### src/rtl/game_banner_ctrl.sv
// End-of-game banner sequencer: tracks PLAY/WIN/LOSE, times banner display in frames,
// gates text pixels and issues a one-cycle restart pulse. Optional blinking: BANNER_BLINK_EN.
module game_banner_ctrl #(
  parameter int HOLD_FRAMES  = 120,
  parameter int BLINK_FRAMES = 15
) (
  input  logic Clk,
  input  logic Reset,
  input  logic frame_clk,
  input  logic game_won,
  input  logic game_lost,
  input  logic restart_key,
  input  logic is_win_text,
  input  logic is_lose_text,
  output logic show_text,
  output logic text_sel,
  output logic game_active,
  output logic restart_pulse
);

  typedef enum logic [1:0] {
    PLAY = 2'd0,
    WIN  = 2'd1,
    LOSE = 2'd2
  } state_t;

  localparam logic [9:0] HOLD_LAST = 10'(HOLD_FRAMES - 1);

  state_t     state_reg, state_next;
  logic [9:0] hold_cnt_reg, hold_cnt_next;
  logic       armed_reg, armed_next;
  logic       restart_pulse_reg, restart_pulse_next;
  logic       fc_d_reg;
  logic       frame_tick;
  logic       enter_banner;
  logic       in_banner;
  logic       blink_phase;

  // A frame_clk already high at reset release counts as a tick because fc_d starts at 0.
  assign frame_tick   = frame_clk & ~fc_d_reg;
  assign enter_banner = (state_reg == PLAY) && (game_lost || game_won);
  assign in_banner    = (state_reg == WIN) || (state_reg == LOSE);

  always_ff @(posedge Clk) begin
    if (Reset) begin
      state_reg         <= PLAY;
      hold_cnt_reg      <= '0;
      armed_reg         <= 1'b0;
      restart_pulse_reg <= 1'b0;
      fc_d_reg          <= 1'b0;
    end else begin
      state_reg         <= state_next;
      hold_cnt_reg      <= hold_cnt_next;
      armed_reg         <= armed_next;
      restart_pulse_reg <= restart_pulse_next;
      fc_d_reg          <= frame_clk;
    end
  end

  always_comb begin
    state_next         = state_reg;
    hold_cnt_next      = hold_cnt_reg;
    armed_next         = armed_reg;
    restart_pulse_next = 1'b0;
    case (state_reg)
      PLAY: begin
        // Loss wins a tie with a simultaneous win report.
        if (game_lost) begin
          state_next    = LOSE;
          hold_cnt_next = '0;
          armed_next    = 1'b0;
        end else if (game_won) begin
          state_next    = WIN;
          hold_cnt_next = '0;
          armed_next    = 1'b0;
        end
      end
      WIN, LOSE: begin
        if (armed_reg && restart_key) begin
          state_next         = PLAY;
          restart_pulse_next = 1'b1;
        end else if (!armed_reg && frame_tick) begin
          if (hold_cnt_reg == HOLD_LAST) begin
            armed_next = 1'b1;
          end else begin
            hold_cnt_next = hold_cnt_reg + 10'd1;
          end
        end
      end
      default: state_next = PLAY;
    endcase
  end

`ifdef BANNER_BLINK_EN
  localparam logic [7:0] BLINK_LAST = 8'(BLINK_FRAMES - 1);

  logic [7:0] blink_cnt_reg;
  logic       blink_phase_reg;

  always_ff @(posedge Clk) begin
    if (Reset || enter_banner) begin
      blink_cnt_reg   <= '0;
      blink_phase_reg <= 1'b1;
    end else if (in_banner && frame_tick) begin
      if (blink_cnt_reg == BLINK_LAST) begin
        blink_cnt_reg   <= '0;
        blink_phase_reg <= ~blink_phase_reg;
      end else begin
        blink_cnt_reg <= blink_cnt_reg + 8'd1;
      end
    end
  end

  assign blink_phase = blink_phase_reg;
`else
  // Steady banner: evaluates to 1 for every legal BLINK_FRAMES.
  assign blink_phase = (BLINK_FRAMES >= 1) || enter_banner || in_banner;
`endif

  assign game_active   = (state_reg == PLAY);
  assign text_sel      = (state_reg == WIN);
  assign show_text     = (((state_reg == WIN) & is_win_text) |
                          ((state_reg == LOSE) & is_lose_text)) & blink_phase;
  assign restart_pulse = restart_pulse_reg;

endmodule
### config.mk
export PLATFORM = sky130hd
export DESIGN_NAME = game_banner_ctrl
export DESIGN_NICKNAME = d
export VERILOG_FILES = /design/src/rtl/game_banner_ctrl.sv
export SDC_FILE = /design/constraint.sdc
export NUM_CORES = 1
export LEC_CHECK = 0
export ABC_CLOCK_PERIOD_IN_PS = 4150
export CORE_ASPECT_RATIO = 0.9
export CORE_MARGIN = 2
export CORE_UTILIZATION = 50
export CTS_CLUSTER_SIZE = 25
export DETAILED_ROUTE_END_ITERATION = 16
export PLACE_DENSITY = 0.78
export SLEW_MARGIN = 20
export SYNTH_ARGS = -nofsm -noshare
export SYNTH_HDL_FRONTEND = slang
export SYNTH_SLANG_ARGS = --single-unit
export TNS_END_PERCENT = 20
### constraint.sdc
create_clock -name Clk -period 4.15 [get_ports Clk]
set_input_delay 0.83 -clock Clk [delete_from_list [all_inputs] [get_ports Clk]]
set_output_delay 0.83 -clock Clk [all_outputs]
set_load 0.05 [all_outputs]
# After elaboration in Yosys (flattened, before gate mapping)
# Index checks and enable logic that the tools add are counted.
# classes
n_addsub	1
eq_ne	9
mux	17
bitwise_logic	6
n_reduce_logical	10
# ops
operator	count
$mux W10	5
$pmux W10 S2	1
$add A10 B1 Y10 const B	1
$eq A10 B7 Y1 const B	1
$ne A2 B2 Y1 const B	5
$reduce_and A5 Y1	2
$mux W1	6
$mux W2	3
$pmux W2 S2	1
$reduce_or A2 Y1	2
$and A1 B1 Y1	3
$ne A3 B3 Y1 const B	1
$eq A2 B1 Y1 const B	1
$eq A2 B2 Y1 const B	1
$logic_and A1 B1 Y1	2
$logic_not A2 Y1	1
$not A1 Y1	2
$pmux W1 S2	1
$reduce_and A2 Y1	1
$reduce_bool A2 Y1	1
$logic_not A1 Y1	1
$or A1 B1 Y1	1
# word_totals
register_bits	15
in_bits	8
output_inout_bits	4
word_cells	48

# Longest topological paths before layout
# Gate-level depths: netlist of run 1.
# logic_depth
depth_word	6
ltp_mapped	6
depth_no_buf	6

# Worst setup path after synthesis of run 1
# Ideal clock, no wire load.
# synth_timing
kind	reg2out
start	register state_reg[1]
end	output port show_text
arrival_ps	1378
t_required_ps	3320
path_slack_ps	1942
path_stages_with_launch	4
path_cell_list	dfxtp_1 inv_1 ha_1 a22o_1
# synth_via
elab_chain_cells	3
word_cells_on_any_way	5
cone_classes	eq/ne (2); bitwise (3)
# synth_lines
item	line	text
start, declared	29	state_t state_reg, state_next;
start signal, assigned	52	state_reg <= state_next;
$eq A2 B1 Y1	-	
via text_sel	16	output logic text_sel,
$and A1 B1 Y1	122	assign show_text = (((state_reg == WIN) & is_win_text) |
$or A1 B1 Y1	122	
end, declared	15	output logic show_text,
# The timed path passes the listed nets, and every way through them passes these cells.

# Worst setup path in the final report of run 1
# layout_timing
start	input port is_win_text
end	output port show_text
# layout_via
elab_chain_cells	2
# layout_lines
item	line	text
start, declared	13	input logic is_win_text,
$and A1 B1 Y1	122	
$or A1 B1 Y1	122	
# No other way between the ends.

==> impl_summary.txt, run 1 <==
----------------------------------------------------
[Routing]
  First DRT Iteration DRCs ... 56
  Vias per Instance ... a little over 6
  Residual antenna-violating net count after detailed routing ... 0
  Detailed-route wire length ... around 2100 um
  Average wire per standard cell ... 14.7 um
  DRC violations left ... 0
  Detailed Routing Iterations Pass 1 ... 5
  Via count ... 853

[Place]
  Setup WS pre-CTS ... 1090 ps
  I/O Buffers ... 11
  Detailed-placement wirelength estimate ... 1460 um
  Final GP Congestion ... 0.855

[Timing]
  Final sum of negative setup slack ... 0 ps
  Least-Margin Pin Slew ... 604 ps
  Minimum setup slack in the final design ... 1100 ps
  Setup repair after global routing missed its margin ... no
  Post-route clock skew ... 4.52 ps
  Final Critical Period ... 3050 ps
  Peak Freq ... 328 MHz
  Number of endpoints failing setup at the final stage ... 0
  Relative slew slack ... 59.4%
  Final hold vios ... 0
  Final-report max-slew violation count ... 0
  Post-route clock period utilization ... between 70% and 80%

[Clock tree]
  Insertion delay of the later-clocked pin in the worst-skew pair ... 290 ps
  CTS Hold Buffers Added ... 0
  Total setup buffers inserted after CTS ... 0
  Clock Sink Count ... 15
  Clock buffers created by TritonCTS ... 3
  PostCTS Resize Cnt ... 0
  CTS clock-pin slew for the worst setup and hold paths ... 90 ps
  Clock Root Buffer ... sky130_fd_sc_hd__clkbuf_4
  Level count of the clock H-tree ... 1
  Number of buffers on the longest clock path ... 2
  Clock tree from TritonCTS ... done

[Critical path]
  Required time of the critical path ... between 3000 and 4000 ps
  Type of the worst setup path ... in2out
  CP Launch Type ... primary input
  Endpoint arrival time on the critical path ... 2220 ps
  Maximum fanout along the worst path ... 1
  CP Capture Type ... output pin

[Yosys]
  Total of flip-flops plus latches after synthesis ... 15
  Synth unique cells ... 39
  Net Count, Synth ... around 120
  Sequential cell area fraction in the yosys report ... approximately a third
  Number of instances in the synthesized netlist ... just over 100
  Total number of yosys warnings ... 0
  Avg Synthesized Cell Area ... approximately 8.4 sq um
  Cell area after synthesis ... 865 sq um

[Layout]
  Most common library cell in the layout ignoring fill and taps ... sky130_fd_sc_hd__dfxtp_1
  Combined area of the multi-input logic cells ... 527 sq um
  Most frequent cells in the layout ... sky130_fd_sc_hd__dfxtp_1, sky130_fd_sc_hd__clkdlybuf4s50_1, sky130_fd_sc_hd__inv_1, sky130_fd_sc_hd__nand3_1
  Number of flip-flops under the largest register name ... 10
  Post-synthesis to final-layout area growth ... 18.4%
  # nets final ... roughly 130
  Number of fill cells in the layout ... between 100 and 150
  Footprint of the flip-flops and latches ... 300 sq um
  Fraction of layout cells with a size suffix above 1 ... under 10%
  N_diodes ... 0

[Pwr]
  Final total power ... 412 uW
  Cell Pwr Density ... 402 nW/um^2
  IR drop worst, VDD ... 0.295 mV
  Leakage Power ... 0.000341 uW

[Die]
  Site Rows ... 14
  Number of ports placed on the die boundary ... 12
  Effective utilization at floorplan ... between 50% and 60%
  Area enclosed by the die boundary ... 2080 sq um
  CORE AREA ... ~1600 sq um
  Die Span X ... 47.8 um
  Vertical die dimension ... 43.5 um

[Min path]
  Hold Path Class ... reg2reg

[Global route]
  GRT Total Usage ... 23.9%
  Maximum number of pins on one net before global-route repair ... 11
  Initial antenna violation count ... 0
  Via count of the first global-routing pass ... 783
  Global-route wire length before repair ... approximately 3600 um
  Grt total ovfl ... 0

[Status]
  Outcome ... completed

[Job]
  Reported max-cap violation count ... 0

----------------------------------------------------
routing by layer:
metal	share of wire [%]	track usage (%)	vias to the layer above
met5	0	0	-
met4	1.2	10.8	0
met3	7.5	7.92	5
met2	44	31.7	43
met1	47	34.7	388
li1	-	-	417
metrics by stage:
stage	hold slack, ps	util [%]	instance area [sq um]	std cells
after detailed placement	472	60.6	997	136
after floorplan	439	-	865	103
after global routing	514	62.2	1020	140
final	491	62.2	1020	140
after global placement	464	60.6	997	136
after CTS	489	62.2	1020	140
worst max-delay path, cell delays in order:
cell and delay (ps):
sky130_fd_sc_hd__clkdlybuf4s50_1 460, sky130_fd_sc_hd__a22o_1 130, sky130_fd_sc_hd__clkdlybuf4s50_1 800
power breakdown:
| part | leakage (uW) | internal [uW] | total [uW] | switching [uW] |
|---|---|---|---|---|
| Combinational | 0.000204 | 59.9 | 173 | 113 |
| Clock | 0.0000150 | 37.4 | 83.6 | 46.2 |
| Sequential | 0.000121 | 151 | 156 | 5.20 |
| Total | 0.000341 | 248 | 412 | 164 |
synth_stat cells, drive strengths merged:
cell / instances / share of area (%)
and4: 2 / 2.0
nand2b: 4 / 2.9
nand4bb: 1 / 3.2
nor4: 2 / 1.4
nand2: 7 / 3.0
o31ai: 1 / 0.87
inv: 8 / 3.5
nand4: 2 / 1.4
a22oi: 1 / 0.87
nor3b: 1 / 1.4
ha: 4 / 5.8
o2bb2ai: 1 / 1.0
a21oi: 7 / 4.1
a21o: 1 / 0.87
o22ai: 1 / 0.72
and3: 4 / 2.9
nand3: 8 / 4.6
a41oi: 1 / 1.0
o221ai: 2 / 2.0
dfxtp: 15 / 35
nand4b: 1 / 1.0
o2111ai: 1 / 1.0
nor2b: 2 / 1.4
a31oi: 3 / 2.2
a22o: 1 / 1.0
nor3: 1 / 0.58
or2: 1 / 0.72
or3: 1 / 0.72
a311oi: 2 / 2.0
o21ai: 4 / 2.3
a211oi: 1 / 0.87
nor2: 4 / 1.7
or4: 1 / 0.87
nand3b: 1 / 0.87
and2: 1 / 0.72
clkbuf: 2 / 0.87
a21boi: 2 / 1.7
o211ai: 1 / 0.87
cells by family (layout without fill, tap and decap cells):
group	count (synthesis)	after routing	synth area share, %
adder cells (fa/ha/maj)	4	4	5.79
AND/OR/NAND/NOR	44	44	31.7
buffers and inverters	10	23	4.34
AO/OA/AOI/OAI	30	30	23.4
flip-flops	15	15	34.7
final cells by class:
| type | count | share of cell area [%] |
|---|---|---|
| flip-flops and latches | 15 | 29.3 |
| inverters | 8 | 2.93 |
| clock buffers | 4 | 2.57 |
| repair buffers | 11 | 10.8 |
| multi-input cells | 78 | 51.5 |
| well taps | 24 | 2.93 |
worst paths after layout:
kind	start	end	slack (ps)	cells past startpoint
worst max-delay path	is_win_text	show_text	1100	3
worst min-delay path	hold_cnt_reg[9]	hold_cnt_reg[9]	490	1
worst max register to register	state_reg[0]	hold_cnt_reg[7]	1890	6
worst min register to register	hold_cnt_reg[9]	hold_cnt_reg[9]	490	1
No activity file was read; power rests on OpenSTA's default activity.
==> inputs of run 2 (changes only) <==
ABC_CLOCK_PERIOD_IN_PS = 3150   (was 4150)
clock period = 3.15 ns   (was 4.15 ns; I/O delays follow)
==> impl_summary.txt, run 2 (synthesis results as in run 1) <==
----------------------------------------------------
[Layout]
  Fraction of layout cells with a size suffix above 1 ... 5.17% (+0.86 points)
  Combined area of the multi-input logic cells ... 527 sq um (unchanged)
  Most frequent cells in the layout ... sky130_fd_sc_hd__dfxtp_1, sky130_fd_sc_hd__clkdlybuf4s50_1, sky130_fd_sc_hd__inv_1, sky130_fd_sc_hd__nand3_1
  N_diodes ... 0 (unchanged)
  # nets final ... 129 (unchanged)
  Filler-free cell count of the finished design ... 140 (unchanged)
  Number of flip-flops under the largest register name ... 10 (unchanged)
  Most common library cell in the layout ignoring fill and taps ... sky130_fd_sc_hd__dfxtp_1
  Post-synthesis to final-layout area growth ... 18.5%
  Footprint of the flip-flops and latches ... 300 sq um (unchanged)
  Fraction of the core area covered by cells at the end of the flow ... 62.2% (+0.076 points)
  Number of fill cells in the layout ... 171 (+16%)

[Global route]
  GRT Total Usage ... 23.0% (-0.92 points)
  GR Util met1 ... 33.6% (-1.1 points)
  Global-route wire length before repair ... 3430 um (-3.9%)
  Initial antenna violation count ... 0 (unchanged)
  Maximum number of pins on one net before global-route repair ... 11 (unchanged)
  Grt total ovfl ... 0 (unchanged)
  Via count of the first global-routing pass ... 747 (-4.6%)
  Global routing met3 resource utilization ... 7.92% (unchanged)
  Global-route met2 utilization ... 31.7% (unchanged)
  Most used routing layer in global routing ... met1

[Timing]
  Post-route clock period utilization ... 84.4%
  Post-route clock skew ... 14.6 ps (+10.1 ps)
  Number of endpoints failing setup at the final stage ... 0 (unchanged)
  Final Critical Period ... 2660 ps
  Least-Margin Pin Slew ... 538 ps (-66.2 ps)
  Minimum setup slack in the final design ... 492 ps (-611 ps)
  Final-report max-slew violation count ... 0 (unchanged)
  Relative slew slack ... 63.8% (+4.5 points)
  Setup repair after global routing missed its margin ... no
  Peak Freq ... 376 MHz
  Final hold vios ... 0 (unchanged)
  Final sum of negative setup slack ... 0 ps (unchanged)

[Pwr]
  Leakage Power ... 0.000343 uW (+0.80%)
  Cell Pwr Density ... 535 nW/um^2 (+33%)
  IR drop worst, VDD ... 0.310 mV (+4.9%)

[Routing]
  Via count ... 848 (-0.59%)
  Average wire per standard cell ... 14.6 um (-0.53%)
  DRC violations left ... 0 (unchanged)
  Residual antenna-violating net count after detailed routing ... 0 (unchanged)
  Detailed Routing Iterations Pass 1 ... 4 (-1)
  First DRT Iteration DRCs ... 38 (-32%)
  Detailed-route wire length ... 2050 um (-0.53%)
  Vias per Instance ... 6.06 (-0.59%)

[Clock tree]
  Clock Root Buffer ... sky130_fd_sc_hd__clkbuf_4
  Clock tree from TritonCTS ... done
  Clock buffers created by TritonCTS ... 3 (unchanged)
  Total setup buffers inserted after CTS ... 0 (unchanged)
  Clock Sink Count ... 15 (unchanged)
  CTS Hold Buffers Added ... 0 (unchanged)
  Insertion delay of the later-clocked pin in the worst-skew pair ... 300 ps (about the same)
  CTS clock-pin slew for the worst setup and hold paths ... 100 ps (about the same)
  Level count of the clock H-tree ... 1 (unchanged)
  Number of buffers on the longest clock path ... 2 (unchanged)
  PostCTS Resize Cnt ... 0 (unchanged)

[Die]
  Effective utilization at floorplan ... 52.5% (unchanged)
  Die Span X ... 47.8 um (unchanged)
  Site Rows ... 14 (unchanged)
  Number of ports placed on the die boundary ... 12 (unchanged)
  Area enclosed by the die boundary ... 2080 sq um (unchanged)
  Vertical die dimension ... 43.5 um (unchanged)
  CORE AREA ... 1650 sq um (unchanged)

[Critical path]
  Type of the worst setup path ... in2out
  Minimum setup slack among reg-to-reg paths ... 1000 ps (-890 ps)
  CP Capture Type ... output pin
  CP Launch Type ... primary input
  Endpoint arrival time on the critical path ... 2030 ps (-190 ps)
  Cell depth of the worst flop-to-flop path ... 6 (unchanged)
  Maximum fanout along the worst path ... 1 (unchanged)
  Required time of the critical path ... 2520 ps (-800 ps)

[Place]
  Setup WS pre-CTS ... 492 ps (-600 ps)
  I/O Buffers ... 11 (unchanged)
  Final GP Congestion ... 0.832 (-2.7%)
  Detailed-placement wirelength estimate ... 1470 um (+0.58%)
  Post-placement cell count ... 136 (unchanged)

[Min path]
  Hold Path Class ... reg2reg
  Number of cells on the worst hold path ... 1 (unchanged)

[Job]
  Reported max-cap violation count ... 0 (unchanged)

[Status]
  Outcome ... completed

----------------------------------------------------
==> run 2: changes by cell type in the layout (fill, tap and decap cells not counted), sizes merged <==
cell    before  now
clkbuf       4    3
clkinv       0    1
==> run 2: worst max-delay path, stage by stage <==
cell and delay (ps):
sky130_fd_sc_hd__clkdlybuf4s50_1 450, sky130_fd_sc_hd__a22o_1 140, sky130_fd_sc_hd__clkdlybuf4s50_1 800
==> run 2: final timing paths <==
check | start | end
worst max-delay path | is_win_text | show_text
worst min-delay path | hold_cnt_reg[9] | hold_cnt_reg[9]
worst max register to register | state_reg[0] | hold_cnt_reg[7]
worst min register to register | hold_cnt_reg[9] | hold_cnt_reg[9]
==> run 2: metal layers <==
metal / wire [um] / up-vias
met5: 0 / -
met3: 154 / 4
met2: 905 / 38
met1: 969 / 384
met4: 20 / 0
li1: - / 422
==> run 2: through the flow <==
step                      cell area [sq um]  power, uW  hold WS [ps]
final                                  1020        548           488
after global routing                   1020        579           520
after CTS                              1020        546           483
after detailed placement                997        433           467
after global placement                  997        428           462
after floorplan                         865        372           439
==> run 2: final cells by class <==
type                       count  area share (%)
multi-input combinational     78            51.4
timing repair buffer          11            10.7
inverter                       8            2.93
tap                           24            2.93
sequential                    15            29.3
clock inverter                 1           0.488
clock buffer                   3            2.20
==> run 2: report_power, final <==
| part | internal [uW] | switching, uW |
|---|---|---|
| Clock | 47.4 | 65.9 |
| Combinational | 79.1 | 149 |
| Sequential | 198 | 7.68 |
==> inputs of run 3 (changes only) <==
ABC_CLOCK_PERIOD_IN_PS = 2650   (was 3150)
clock period = 2.65 ns   (was 3.15 ns; I/O delays follow)
==> impl_summary.txt, run 3 (synthesis results as in run 1) <==
----------------------------------------------------
[Global route]
  Initial antenna violation count ... 0 (unchanged)
  Global-route wire length before repair ... 3240 um (-5.4%)
  Maximum number of pins on one net before global-route repair ... 11 (unchanged)
  Grt total ovfl ... 0 (unchanged)
  Via count of the first global-routing pass ... 752 (+0.67%)
  GRT Total Usage ... 22.2% (-0.77 points)

[Layout]
  Post-synthesis to final-layout area growth ... 18.2%
  Combined area of the multi-input logic cells ... 527 sq um (unchanged)
  N_diodes ... 0 (unchanged)
  Number of fill cells in the layout ... 162 (-5.3%)
  Most common library cell in the layout ignoring fill and taps ... sky130_fd_sc_hd__dfxtp_1
  Footprint of the flip-flops and latches ... 300 sq um (unchanged)
  # nets final ... 129 (unchanged)
  Fin area ... 1020 sq um (-0.24%)
  Number of flip-flops under the largest register name ... 10 (unchanged)
  Most frequent cells in the layout ... sky130_fd_sc_hd__dfxtp_1, sky130_fd_sc_hd__clkdlybuf4s50_1, sky130_fd_sc_hd__inv_1, sky130_fd_sc_hd__nand3_1
  Fraction of layout cells with a size suffix above 1 ... 6.03% (+0.86 points)

[Die]
  Effective utilization at floorplan ... 52.5% (unchanged)
  Site Rows ... 14 (unchanged)
  CORE AREA ... 1650 sq um (unchanged)
  Vertical die dimension ... 43.5 um (unchanged)
  Number of ports placed on the die boundary ... 12 (unchanged)
  Die Span X ... 47.8 um (unchanged)
  Area enclosed by the die boundary ... 2080 sq um (unchanged)

[Clock tree]
  Clock Root Buffer ... sky130_fd_sc_hd__clkbuf_4
  Clock buffers created by TritonCTS ... 3 (unchanged)
  PostCTS Resize Cnt ... 0 (unchanged)
  Level count of the clock H-tree ... 1 (unchanged)
  Insertion delay of the later-clocked pin in the worst-skew pair ... 280 ps (-20 ps)
  Clock Sink Count ... 15 (unchanged)
  CTS Hold Buffers Added ... 0 (unchanged)
  Number of buffers on the longest clock path ... 2 (unchanged)
  Total setup buffers inserted after CTS ... 0 (unchanged)
  Clock tree from TritonCTS ... done
  CTS clock-pin slew for the worst setup and hold paths ... 90 ps (about the same)

[Place]
  Detailed-placement wirelength estimate ... 1550 um (+5.3%)
  Placement-stage cell area ... 995 sq um (-0.25%)
  Setup WS pre-CTS ... 459 ps (-33.1 ps)
  Final GP Congestion ... 0.894 (+7.5%)
  I/O Buffers ... 11 (unchanged)

[Timing]
  Minimum setup slack in the final design ... 292 ps (-201 ps)
  Setup repair after global routing missed its margin ... no
  Final hold vios ... 0 (unchanged)
  Final Critical Period ... between 2000 and 2500 ps
  Post-route clock period utilization ... 89.0%
  Least-Margin Pin Slew ... 564 ps (+26.7 ps)
  Final sum of negative setup slack ... 0 ps (unchanged)
  Relative slew slack ... 62.0% (-1.8 points)
  Number of endpoints failing setup at the final stage ... 0 (unchanged)
  Final-report max-slew violation count ... 0 (unchanged)
  Peak Freq ... ~420 MHz
  Post-route clock skew ... 6.77 ps (-7.82 ps)

[Job]
  Reported max-cap violation count ... 0 (unchanged)

[Routing]
  Detailed Routing Iterations Pass 1 ... 4 (unchanged)
  Residual antenna-violating net count after detailed routing ... 0 (unchanged)
  Average wire per standard cell ... 14.3 um (-2.5%)
  Detailed-route wire length ... 2000 um (-2.5%)
  Vias per Instance ... 6.05 (-0.12%)
  Via count ... 847 (-0.12%)
  First DRT Iteration DRCs ... 40 (+5.3%)
  DRC violations left ... 0 (unchanged)

[Critical path]
  CP Capture Type ... output pin
  Maximum fanout along the worst path ... 6 (+5)
  Endpoint arrival time on the critical path ... 1830 ps (-200 ps)
  Required time of the critical path ... 2120 ps (-400 ps)
  CP Launch Type ... flop
  Type of the worst setup path ... reg2out

[Status]
  Outcome ... completed

[Pwr]
  Leakage Power ... 0.000345 uW (+0.52%)
  IR drop worst, VDD ... 0.354 mV (+14%)
  Cell Pwr Density ... 625 nW/um^2 (+17%)

[Min path]
  Hold Path Class ... reg2reg

----------------------------------------------------
==> run 3: changes by cell type in the layout (fill, tap and decap cells not counted) <==
cell                              before  now
sky130_fd_sc_hd__buf_4                 0    1
sky130_fd_sc_hd__clkdlybuf4s50_1      11   10
==> run 3: final timing paths <==
check | start | slack, ps | depth (start not counted) | to
setup / recovery | state_reg[1] | 290 | 3 | game_active
hold / removal | hold_cnt_reg[9] | 490 | 1 | hold_cnt_reg[9]
setup reg to reg | state_reg[0] | 570 | 6 | hold_cnt_reg[7]
hold reg to reg | hold_cnt_reg[9] | 490 | 1 | hold_cnt_reg[9]
==> run 3: where the power goes <==
group	internal (uW)	total, uW	leakage (uW)	switching, uW
clock	56.1	127	0.0000177	70.7
sequential	236	245	0.000121	9.07
combinational	92.4	267	0.000206	175
==> run 3: cell type report <==
class,instances,area share (%)
clock buffers,3,2.20
multi-input cells,78,51.5
well taps,24,2.94
flip-flops and latches,15,29.4
repair buffers,11,10.5
clock inverters,1,0.490
inverters,8,2.94
==> run 3: worst max-delay path, stage by stage, from the launching register on <==
cell	delay, ps
sky130_fd_sc_hd__dfxtp_1	330
sky130_fd_sc_hd__inv_1	110
sky130_fd_sc_hd__ha_1	270
sky130_fd_sc_hd__clkdlybuf4s50_1	840
==> run 3: metal layers <==
metal  routed length [um]  vias to the layer above  GRT usage (%)
met2                  974                       31           34.4
li1                     -                      420              -
met1                  885                      392           29.0
met5                    0                        -              0
met4                   27                        0           8.11
met3                  111                        4           6.25
==> run 3: stage by stage <==
stage | std cells | utilization [%] | hold slack, ps | power, uW
2_1_floorplan | 103 | - | 439 | 442
3_3_place_gp | 136 | 60.4 | 454 | 506
3_5_place_dp | 136 | 60.4 | 467 | 514
4_1_cts | 140 | 62.1 | 483 | 643
5_1_grt | 140 | 62.1 | 511 | 675
6_report | 140 | 62.1 | 487 | 639
